File: src/rtl/truth_table_sweeper_if.sv
// Bus between the truth-table sweeper and its host/observed block.
// The slave modport is the sweeper's view; master is the host/bench view.
interface truth_table_sweeper_if #(
  parameter int NUM_OUT = 5
) ();
  logic               start;
  logic               a;
  logic               b;
  logic               c;
  logic               d;
  logic [NUM_OUT-1:0] y_in;
  logic               exp_we;
  logic [3:0]         exp_addr;
  logic [NUM_OUT-1:0] exp_data;
  logic [3:0]         rd_addr;
  logic [NUM_OUT-1:0] rd_data;
  logic               busy;
  logic               done;
  logic               pass;
  logic [4:0]         err_count;
  logic [3:0]         first_err_vec;
  logic               first_err_valid;

  modport slave (
    input  start, y_in, exp_we, exp_addr, exp_data, rd_addr,
    output a, b, c, d, rd_data, busy, done, pass, err_count,
           first_err_vec, first_err_valid
  );

  modport master (
    output start, y_in, exp_we, exp_addr, exp_data, rd_addr,
    input  a, b, c, d, rd_data, busy, done, pass, err_count,
           first_err_vec, first_err_valid
  );
endinterface

File: src/rtl/truth_table_sweeper.sv
// Walks all 16 {a,b,c,d} combinations, samples y_in after a settle interval
// and checks each sample against a loadable expected truth table.
//
// state   | meaning
// IDLE    | waiting for start, abcd = 0000
// DRIVE   | vec held on abcd while the settle counter runs
// CAPTURE | one cycle: store y_in, compare with expected, advance vec
// DONE    | sweep finished, status held, abcd = 1111
module truth_table_sweeper #(
  parameter int SETTLE_CYCLES = 2,
  parameter int NUM_OUT       = 5
) (
  input logic                  clk,
  input logic                  rst,
  truth_table_sweeper_if.slave bus
);

  typedef enum logic [1:0] {IDLE, DRIVE, CAPTURE, DONE} state_t;

  localparam logic [3:0] SETTLE_LAST = 4'(SETTLE_CYCLES - 1);

  state_t             state;
  state_t             state_next;
  logic [3:0]         vec;
  logic [3:0]         settle_cnt;
  logic [NUM_OUT-1:0] exp_tbl [16];
  logic [NUM_OUT-1:0] result  [16];
  logic [4:0]         err_count;
  logic [3:0]         first_err_vec;
  logic               first_err_valid;
  logic               settle_tc;
  logic               launch;
  logic               capture;
  logic               mismatch;
  logic               busy;

  assign settle_tc = (settle_cnt == SETTLE_LAST);
  assign busy      = (state == DRIVE) || (state == CAPTURE);
  assign mismatch  = (bus.y_in != exp_tbl[vec]);

  always_ff @(posedge clk) begin
    if (rst) state <= IDLE;
    else     state <= state_next;
  end

  always_comb begin
    state_next = state;
    launch     = 1'b0;
    capture    = 1'b0;
    case (state)
      IDLE, DONE: begin
        if (bus.start) begin
          state_next = DRIVE;
          launch     = 1'b1;
        end
      end
      DRIVE: begin
        if (settle_tc) state_next = CAPTURE;
      end
      CAPTURE: begin
        capture    = 1'b1;
        state_next = (vec == 4'd15) ? DONE : DRIVE;
      end
      default: state_next = IDLE;
    endcase
  end

  always_ff @(posedge clk) begin
    if (rst) begin
      vec             <= 4'd0;
      settle_cnt      <= 4'd0;
      err_count       <= 5'd0;
      first_err_vec   <= 4'd0;
      first_err_valid <= 1'b0;
      for (int i = 0; i < 16; i++) begin
        exp_tbl[i] <= '0;
        result[i]  <= '0;
      end
    end else begin
      if (launch) begin
        vec             <= 4'd0;
        settle_cnt      <= 4'd0;
        err_count       <= 5'd0;
        first_err_vec   <= 4'd0;
        first_err_valid <= 1'b0;
      end else if (state == DRIVE) begin
        settle_cnt <= settle_tc ? 4'd0 : settle_cnt + 4'd1;
      end else if (capture) begin
        result[vec] <= bus.y_in;
        if (mismatch) begin
          err_count <= err_count + 5'd1;
          if (!first_err_valid) begin
            first_err_vec   <= vec;
            first_err_valid <= 1'b1;
          end
        end
        // vec stays at 15 in DONE so abcd reads 1111
        if (vec != 4'd15) vec <= vec + 4'd1;
        settle_cnt <= 4'd0;
      end
      // table is frozen during a sweep so every vector sees the same expectations
      if (bus.exp_we && !busy) exp_tbl[bus.exp_addr] <= bus.exp_data;
    end
  end

  assign bus.a               = vec[3];
  assign bus.b               = vec[2];
  assign bus.c               = vec[1];
  assign bus.d               = vec[0];
  assign bus.rd_data         = result[bus.rd_addr];
  assign bus.busy            = busy;
  assign bus.done            = (state == DONE);
  assign bus.pass            = (state == DONE) && (err_count == 5'd0);
  assign bus.err_count       = err_count;
  assign bus.first_err_vec   = first_err_vec;
  assign bus.first_err_valid = first_err_valid;

endmodule

File: src/flat_wrapper.sv
// flat-port wrapper written by rule: the top's interface ports become plain ports
module truth_table_sweeper_flat 
#(
  parameter int SETTLE_CYCLES = 2,
  parameter int NUM_OUT       = 5
)
  (clk, rst, bus_start, bus_y_in, bus_exp_we, bus_exp_addr, bus_exp_data, bus_rd_addr, bus_a, bus_b, bus_c, bus_d, bus_rd_data, bus_busy, bus_done, bus_pass, bus_err_count, bus_first_err_vec, bus_first_err_valid);
  truth_table_sweeper_if #(.NUM_OUT(NUM_OUT)) bus_i ();
  input logic clk;
  input logic rst;
  input wire logic [$bits(bus_i.start)-1:0] bus_start;
  input wire logic [$bits(bus_i.y_in)-1:0] bus_y_in;
  input wire logic [$bits(bus_i.exp_we)-1:0] bus_exp_we;
  input wire logic [$bits(bus_i.exp_addr)-1:0] bus_exp_addr;
  input wire logic [$bits(bus_i.exp_data)-1:0] bus_exp_data;
  input wire logic [$bits(bus_i.rd_addr)-1:0] bus_rd_addr;
  output wire logic [$bits(bus_i.a)-1:0] bus_a;
  output wire logic [$bits(bus_i.b)-1:0] bus_b;
  output wire logic [$bits(bus_i.c)-1:0] bus_c;
  output wire logic [$bits(bus_i.d)-1:0] bus_d;
  output wire logic [$bits(bus_i.rd_data)-1:0] bus_rd_data;
  output wire logic [$bits(bus_i.busy)-1:0] bus_busy;
  output wire logic [$bits(bus_i.done)-1:0] bus_done;
  output wire logic [$bits(bus_i.pass)-1:0] bus_pass;
  output wire logic [$bits(bus_i.err_count)-1:0] bus_err_count;
  output wire logic [$bits(bus_i.first_err_vec)-1:0] bus_first_err_vec;
  output wire logic [$bits(bus_i.first_err_valid)-1:0] bus_first_err_valid;
  assign bus_i.start = bus_start;
  assign bus_i.y_in = bus_y_in;
  assign bus_i.exp_we = bus_exp_we;
  assign bus_i.exp_addr = bus_exp_addr;
  assign bus_i.exp_data = bus_exp_data;
  assign bus_i.rd_addr = bus_rd_addr;
  assign bus_a = bus_i.a;
  assign bus_b = bus_i.b;
  assign bus_c = bus_i.c;
  assign bus_d = bus_i.d;
  assign bus_rd_data = bus_i.rd_data;
  assign bus_busy = bus_i.busy;
  assign bus_done = bus_i.done;
  assign bus_pass = bus_i.pass;
  assign bus_err_count = bus_i.err_count;
  assign bus_first_err_vec = bus_i.first_err_vec;
  assign bus_first_err_valid = bus_i.first_err_valid;
  truth_table_sweeper #(.SETTLE_CYCLES(SETTLE_CYCLES), .NUM_OUT(NUM_OUT)) u_core (.clk(clk), .rst(rst), .bus(bus_i));
endmodule
File: config.mk
export PLATFORM = sky130hd
export DESIGN_NAME = truth_table_sweeper_flat
export DESIGN_NICKNAME = d
export VERILOG_FILES = /design/src/rtl/truth_table_sweeper_if.sv /design/src/rtl/truth_table_sweeper.sv /design/src/flat_wrapper.sv
export SDC_FILE = /design/constraint.sdc
export NUM_CORES = 1
export LEC_CHECK = 0
export ABC_AREA = 1
export CORE_UTILIZATION = 40
export DETAILED_ROUTE_END_ITERATION = 6
export HOLD_SLACK_MARGIN = 0.03
export PLACE_DENSITY_LB_ADDON = 0.3
export SLEW_MARGIN = 10
export SYNTH_ARGS = -nofsm -noshare
export SYNTH_HDL_FRONTEND = slang
export SYNTH_SLANG_ARGS = --single-unit
File: constraint.sdc
create_clock -name clk -period 5.3 [get_ports clk]
set_input_delay 1.06 -clock clk [delete_from_list [all_inputs] [get_ports clk]]
set_output_delay 1.06 -clock clk [all_outputs]
set_load 0.02 [all_outputs]
After elaboration in Yosys (flattened, before gate mapping) --
Memory sizes are Yosys's and may differ from the RTL's. A register that Yosys moved wholly into a read port is not among the register bits. Index checks and enable logic that the tools add are counted.
Operators by class: add/subtract/negate cells 3, equality and inequality tests 9, multiplexer cells 28, bitwise gates (word level) 2, reductions and logical operators 15
Operators with widths (count):
- $mux 4 | 7
- $mux 1 | 15
- $mux 5 | 2
- $reduce_or 5->1 | 2
- $add 4x1->4 const B | 2
- $mux 2 | 3
- $pmux 2 s3 | 1
- $reduce_and 3->1 | 2
- $add 5x1->5 const B | 1
- $logic_not 5->1 | 1
- $ne 5x5->1 | 1
- $eq 2x2->1 const B | 2
- $eq 4x1->1 const B | 1
- $eq 4x4->1 const B | 1
- $ne 4x4->1 const B | 1
- $reduce_and 4->1 | 1
- $reduce_or 2->1 | 2
- $eq 2x1->1 const B | 1
- $logic_and 1x1->1 | 2
- $logic_not 2->1 | 1
- $ne 2x1->1 const B | 1
- $ne 2x2->1 const B | 1
- $not 1->1 | 2
- $reduce_and 2->1 | 1
- other kinds (3) | 3
Word-level totals: register bits after elaboration 20, memory bits (writable) 160, input port bits 22, logic and storage cells 65, memories 2
Memories:
- u_core.exp_tbl | depth 16, bits a word 5, read ports 1, clocked after Yosys merged registers in 1, wr ports 16, RTL line truth_table_sweeper.sv:26 | logic [NUM_OUT-1:0] exp_tbl [16];
- u_core.result | depth 16, bits a word 5, read ports 1, clocked after Yosys merged registers in 0, wr ports 16, RTL line truth_table_sweeper.sv:27 | logic [NUM_OUT-1:0] result [16];

Logic depth before layout (Yosys ltp) --
Gate-level depths: netlist (run 1).
word-level depth 9, mapped depth 17, depth with buffers taken out 15

Worst setup path before layout (run 1) --
No wires, ideal clock.
kind input to output, start point input bus_rd_addr[0], end point output bus_rd_data[0], data arrival time 2.211 ns, required time 4.240 ns, setup slack 2.029 ns, stages 6, buffers on the path 2, path through clkbuf_1 -> clkbuf_1 -> mux2i_1 -> o21ai_0 -> o211ai_1 -> nand2_1
Between the ends: word-level cells in the longest chain between the ends 1
RTL lines:
- start: declaration | RTL line flat_wrapper.sv:16 | input wire logic [$bits(bus_i.rd_addr)-1:0] bus_rd_addr;
- $mem_v2 16x5
- end: declaration | RTL line flat_wrapper.sv:21 | output wire logic [$bits(bus_i.rd_data)-1:0] bus_rd_data;
Every way passes these cells.

Worst setup path in the final report (run 1) --
start point input bus_rd_addr[1], end point output bus_rd_data[3]
The elaborated chain is that of the path after synthesis.

==> impl_results.md, run 1 <==
* Count of buffer and inverter cells on the critical path at 3
* Die Y-Extent at 151 um
* Clk_skew at 0.0120 ns
* Cell mode on critical path: clkdlybuf4s50_1
* VDD IR max at 224 uV
* Initial antenna violation count at 0
* Routed Antenna Nets at 0
* Post-layout util at 46.8%
* Crit start category: input port
* DRT iter0 DRCs at 440
* Post-synth top area cell: edfxtp_1
* Routed vias at 6,397
* FF-to-FF End: u_core.bus.err_count[1]
* Max-cap viol count at 0
* CTS root buf: clkbuf_16
* Proportion of layout cells with a drive suffix above 1 at 4.75%
* Synth-to-layout area growth at 13.1%
* Clk sinks at 184
* Endpoints failing hold at 0
* WP data arrival at 3.23 ns
* Drt drc at 0
* CP Depth at 6
* Placer Congestion at 0.824
* CP Class: in -> out
* Critical Path End: bus_rd_data[3]
* Slew Limit Fails at 0
* CP delay by family, top: buffers and inverters
* CTS tree: built
* Cell area after synthesis at 8830 sq um
* Seq/Total Area, Yosys at 59.9%
* Post-cts sizing count at 0
* Sw Pwr at 862 uW
* Io pins at 44
* Largest net degree at the start of global routing at 47
* Synth area leaders: edfxtp_1, nor2_1, nand2_1
* Total GRT Usage at 19.1%
* Clk buf depth at 2
* Setup violators final at 0
* Comb power frac at 11.8%
* Wire per inst at 16.1 um
* Die Area at 22,700 sq um
* Number of synthesized flops with an enable pin at 160
* RSZ-0062 raised after global routing: false
* Clock slew at reported path FFs at 0.06 ns
* Critical Path Max Stage Delay at 0.71 ns
* Sequential share of power at 50.7%
* WP data required at 4.24 ns
* Post-CTS repair timing setup buffer count at 0
* Core area at 21,400 sq um
* Slowest CP cell: clkdlybuf4s50_1
* Initial Utilization at 41.4%
* Setup crit end kind: output pin
* Final Cycle Share at 80.9%
* Fmax at 233 MHz
* CTS H-tree depth at 4
* Sw Ratio at 26.2%
* TNS Setup at 0 ns
* First-pass GRT wire length at 32,400 um
* Post-synth cell types at 34
* Ys flop type: edfxtp_1
* PortBufs at 43
* Pint at 2.43 mW
* Ant diodes at 0
* Reg2Reg Depth at 13
* Rel. slew slack at 50.3%
* Post-synth ARST share at 0%
* Worst-path cell chain: clkdlybuf4s50_1 > inv_1 > o21ai_0 > o211ai_1 > nand2_1 > clkdlybuf4s50_1
* Number of buffers created by CTS at 17
* Clk_lat worst skew at 0.43 ns
* Gate Count Post-Synth at 948
* Hold_buf cts at 0
* Area share of the largest cell type after synthesis at 54.4%
* Leak at 4.08 nW
* Status: complete, no violations
* Period minus WS final at 4.29 ns
* CP max FO at 20
* R2R Setup Slk at 2.69 ns
* Detailed Route WL at 20,300 um
* DP HPWL at 13,900 um
* Nets at 1,011
* Die W at 151 um
* Grt total ovfl at 0
* Syn_nets at 983
* Yosys warning total at 0
* Worst-Margin Slew at 0.744 ns
* Syn_area_per_cell at 9.31 sq um
* Row count at 53
* Clock power share at 37.6%
* Pwr per Cell Area at 329 nW/um^2
* Drt pass-1 iters at 5
* DR vias/cell at 5.06
* Yosys reg bits at 184
* Worst hold path type: reg -> reg
* Critical Path Start: bus_rd_addr[1]
* Vias in the first global route at 6,141
## metal layers
layer	share of wire, %	track usage (%)
met5	0	0
met4	1.5	5.55
met3	4.7	3.76
met2	50	33.1
met1	44	24.0
## worst min path at each step
stage,startpoint,end,slack (ns),cells past startpoint
2_1_floorplan,u_core.state[1],u_core.state[1],0.49,2
3_3_place_gp,u_core.bus.first_err_vec[2],u_core.bus.first_err_vec[2],0.47,2
3_5_place_dp,u_core.bus.first_err_vec[2],u_core.bus.first_err_vec[2],0.48,2
4_1_cts,u_core.bus.first_err_vec[1],u_core.bus.first_err_vec[1],0.49,2
5_1_grt,u_core.bus.first_err_vec[1],u_core.bus.first_err_vec[1],0.52,2
6_report,u_core.bus.first_err_vec[2],u_core.bus.first_err_vec[2],0.48,2
## sequential cells by signal, indices dropped and copies added (netlist names), named ones only
name,flops
u_core.exp_tbl,80
u_core.result,80
u_core.bus.first_err_valid,1
u_core.settle_cnt,4
u_core.bus.err_count,5
u_core.state,2
u_core.bus.first_err_vec,4
u_core.vec,4
## worst register-to-register path, stage by stage, from the launching register on
cell and delay, ns:
dfxtp_1 0.77, inv_2 0.42, nor2_1 0.22, o21ai_1 0.11, nand3_1 0.11, nand3_1 0.14
nand2_1 0.09, nand2_1 0.04, nand2_1 0.07, nand2_2 0.11, o21bai_4 0.22, inv_2 0.06
nor2_1 0.08, nor2_1 0.05
## cells in the mapped netlist (all sizes together), types with 12 or more instances
master  count
buf        12
mux2i      20
clkbuf     26
nor2      213
inv        97
nand2     194
nand3      72
dfxtp      24
o21ai      39
ha         13
a21oi      30
o211ai     24
edfxtp    160
## logic make-up after synthesis
kind of cell	after synthesis	share of synthesized area, %
AO/OA/AOI/OAI	95	6.29
buffers and inverters	142	6.84
AND/OR/NAND/NOR	487	22.2
multiplexers	20	2.27
adder cells (fa/ha/maj)	13	1.84
XOR/XNOR	7	0.694
flip-flops	184	59.9
## stage by stage
stage	worst slack [ns]	hold WS (ns)	instance area [sq um]	cells	total power [mW]
final	1.01	0.482	9990	1264	3.29
after global routing	0.807	0.521	9990	1264	3.41
after CTS	1.02	0.491	9990	1264	3.31
after detailed placement	1.02	0.477	9420	1232	2.09
after global placement	1.03	0.471	9420	1232	2.08
after floorplan	2.03	0.487	8830	948	1.96
## final cells by class
type                       count  area [sq um]
clock buffer                  19           433
fill                        2036         11400
timing repair buffer          47           455
tap                          275           344
clock inverter                13           135
inverter                     104           395
multi-input combinational    622          2940
sequential                   184          5290
## power groups by stage
stage	Combinational [mW]	Sequential, mW	Clock, mW
after floorplan	0.268	1.69	0
after global placement	0.386	1.70	0
after detailed placement	0.390	1.70	0
after CTS	0.392	1.67	1.25
after global routing	0.434	1.67	1.30
final	0.387	1.67	1.23
## cell usage in the layout, fill, tap and decap left out, types with 7 or more instances in the layout
master,count
o21ai_0,33
a21oi_1,29
inv_6,7
inv_1,93
edfxtp_1,160
nand3_1,71
nor2_1,211
nand2_1,192
mux2i_1,20
dfxtp_1,24
o211ai_1,24
clkbuf_16,17
clkdlybuf4s50_1,42
clkinv_1,7
ha_1,13
Power figures use the tool's default switching activity.
==> inputs of run 2 (changes only) <==
Clock period 5.3 ns to 3.5 ns, I/O delays scaled along.
==> run 2 against run 1 <==
Setup slack worse by 0.78 ns. Clock skew hardly changed. Clock power is 56% higher. Critical path type unchanged.
==> impl_results.md, run 2 (synthesis results as in run 1) <==
* Post-CTS repair timing setup buffer count at 0 (unchanged)
* Drt drc at 0 (unchanged)
* Critical Path Start: bus_rd_addr[1]
* Proportion of layout cells with a drive suffix above 1 at 5.62% (+0.86 points)
* Initial antenna violation count at 0 (unchanged)
* PortBufs at 43 (unchanged)
* Fmax at 306 MHz
* Period minus WS final at 3.27 ns
* Rel. slew slack at 49.7% (-0.68 points)
* Largest net degree at the start of global routing at 46 (-2.1%)
* Max-cap viol count at 0 (unchanged)
* Core area at 21,400 sq um (unchanged)
* Detailed Route WL at 20,200 um (-0.51%)
* Nets at 1,019 (+0.79%)
* CP max FO at 20 (unchanged)
* Die Area at 22,700 sq um (unchanged)
* Wire per inst at 15.9 um (-1.1%)
* Setup violators final at 0 (unchanged)
* DR vias/cell at 4.97 (-1.9%)
* RSZ-0062 raised after global routing: false
* Routed Antenna Nets at 0 (unchanged)
* Leak at 4.14 nW (+1.5%)
* Pwr per Cell Area at 499 nW/um^2 (+52%)
* Reg2Reg Launch Point: u_core.state[0]
* Hold_buf cts at 0 (unchanged)
* Row count at 53 (unchanged)
* WP data required at 2.80 ns (-1.44 ns)
* Die W at 151 um (unchanged)
* Clk_lat worst skew at 0.43 ns (about the same)
* Setup crit end kind: output pin
* Drt pass-1 iters at 5 (unchanged)
* Grt total ovfl at 0 (unchanged)
* Die Y-Extent at 151 um (unchanged)
* Clk_skew at 0.0121 ns (+0.000131 ns)
* Most common cell after layout, fill and taps aside: nor2_1
* Total GRT Usage at 19.1% (about the same)
* Placer Congestion at 0.834 (+1.2%)
* Initial Utilization at 41.4% (unchanged)
* WP data arrival at 2.57 ns (-0.66 ns)
* Status: complete, no violations
* CTS tree: built
* VDD IR max at 328 uV (+46%)
* Slew Limit Fails at 0 (unchanged)
* Vias in the first global route at 6,199 (+0.94%)
* Post-route insts no fill at 1,272 (+0.63%)
* Synth-to-layout area growth at 14.1%
* CTS root buf: clkbuf_16
* DRT iter0 DRCs at 457 (+3.9%)
* Clock slew at reported path FFs at 0.07 ns (about the same)
* Ant diodes at 0 (unchanged)
* Crit start category: input port
* Final Cycle Share at 93.4%
* Clk buf depth at 2 (unchanged)
* Post-cts sizing count at 0 (unchanged)
* Clk sinks at 184 (unchanged)
* Endpoints failing hold at 0 (unchanged)
* Worst hold path type: reg -> reg
* Most frequent cells in the layout: nor2_1, nand2_1, edfxtp_1
* Top flop regs: u_core.exp_tbl: 80 flops, u_core.result: 80 flops, u_core.bus.err_count: 5 flops
* First-pass GRT wire length at 32,400 um (+0.11%)
* Io pins at 44 (unchanged)
* Worst-Margin Slew at 0.754 ns (+0.0101 ns)
* Number of buffers created by CTS at 17 (unchanged)
* Worst Min Path Start: u_core.bus.first_err_vec[2]
* CTS H-tree depth at 4 (unchanged)
* CP Class: in -> out
* Routed vias at 6,316 (-1.3%)
* DP Cell Count at 1,240 (+0.65%)
* DP HPWL at 14,000 um (+1.1%)
* TNS Setup at 0 ns (unchanged)
==> run 2: final timing paths <==
| check | endpoint | slack, ns | depth (start not counted) |
|---|---|---|---|
| hold reg to reg | u_core.bus.first_err_vec[2] | 0.49 | 2 |
| setup / recovery | bus_rd_data[2] | 0.23 | 6 |
| setup reg to reg | u_core.exp_tbl[4][4] | 1.11 | 6 |
| hold / removal | u_core.bus.first_err_vec[2] | 0.49 | 2 |
==> run 2: area by class of cell <==
cell class | instances | area [sq um]
inverters | 104 | 395
clock buffers | 17 | 425
well taps | 275 | 344
fillers | 2057 | 11300
multi-input cells | 622 | 2940
repair buffers | 55 | 528
clock inverters | 15 | 156
flip-flops and latches | 184 | 5290
==> run 2: layer usage <==
layer  routed length (um)  global-route usage [%]
met3                  841                    3.18
met1                 9090                    25.1
met5                    0                       0
met2                 9930                    32.2
met4                  325                    5.95
==> run 2: power by group <==
part	internal (mW)	switching (mW)	leakage, nW	total (mW)
logic	0.202	0.394	2.00	0.596
registers	2.47	0.0448	1.85	2.52
clock network	1.01	0.902	0.290	1.92
==> run 2: worst max-delay path: stages <==
cell and delay (ns):
clkdlybuf4s50_1 0.44, inv_1 0.41, o21ai_0 0.20, o211ai_1 0.21, nand2_1 0.07, clkdlybuf4s50_1 0.53
==> run 2: stage by stage <==
step                      total power, mW  worst slack (ns)  hold WS, ns  cell area (sq um)  utilization, %
final                                5.03             0.231        0.488              10100            47.2
after global routing                 5.23            0.0776        0.536              10100            47.2
after CTS                            5.07             0.197        0.489              10100            47.2
after detailed placement             3.17             0.191        0.476               9490            44.5
after global placement               3.16             0.258        0.473               9490            44.5
after floorplan                      2.97             0.949        0.487               8830               -
==> inputs of run 3 (changes only) <==
Settings changed: HOLD_SLACK_MARGIN 0.03 to default.
==> results of run 3 <==
Final layout, timing and power as in run 2 (identical DEF).
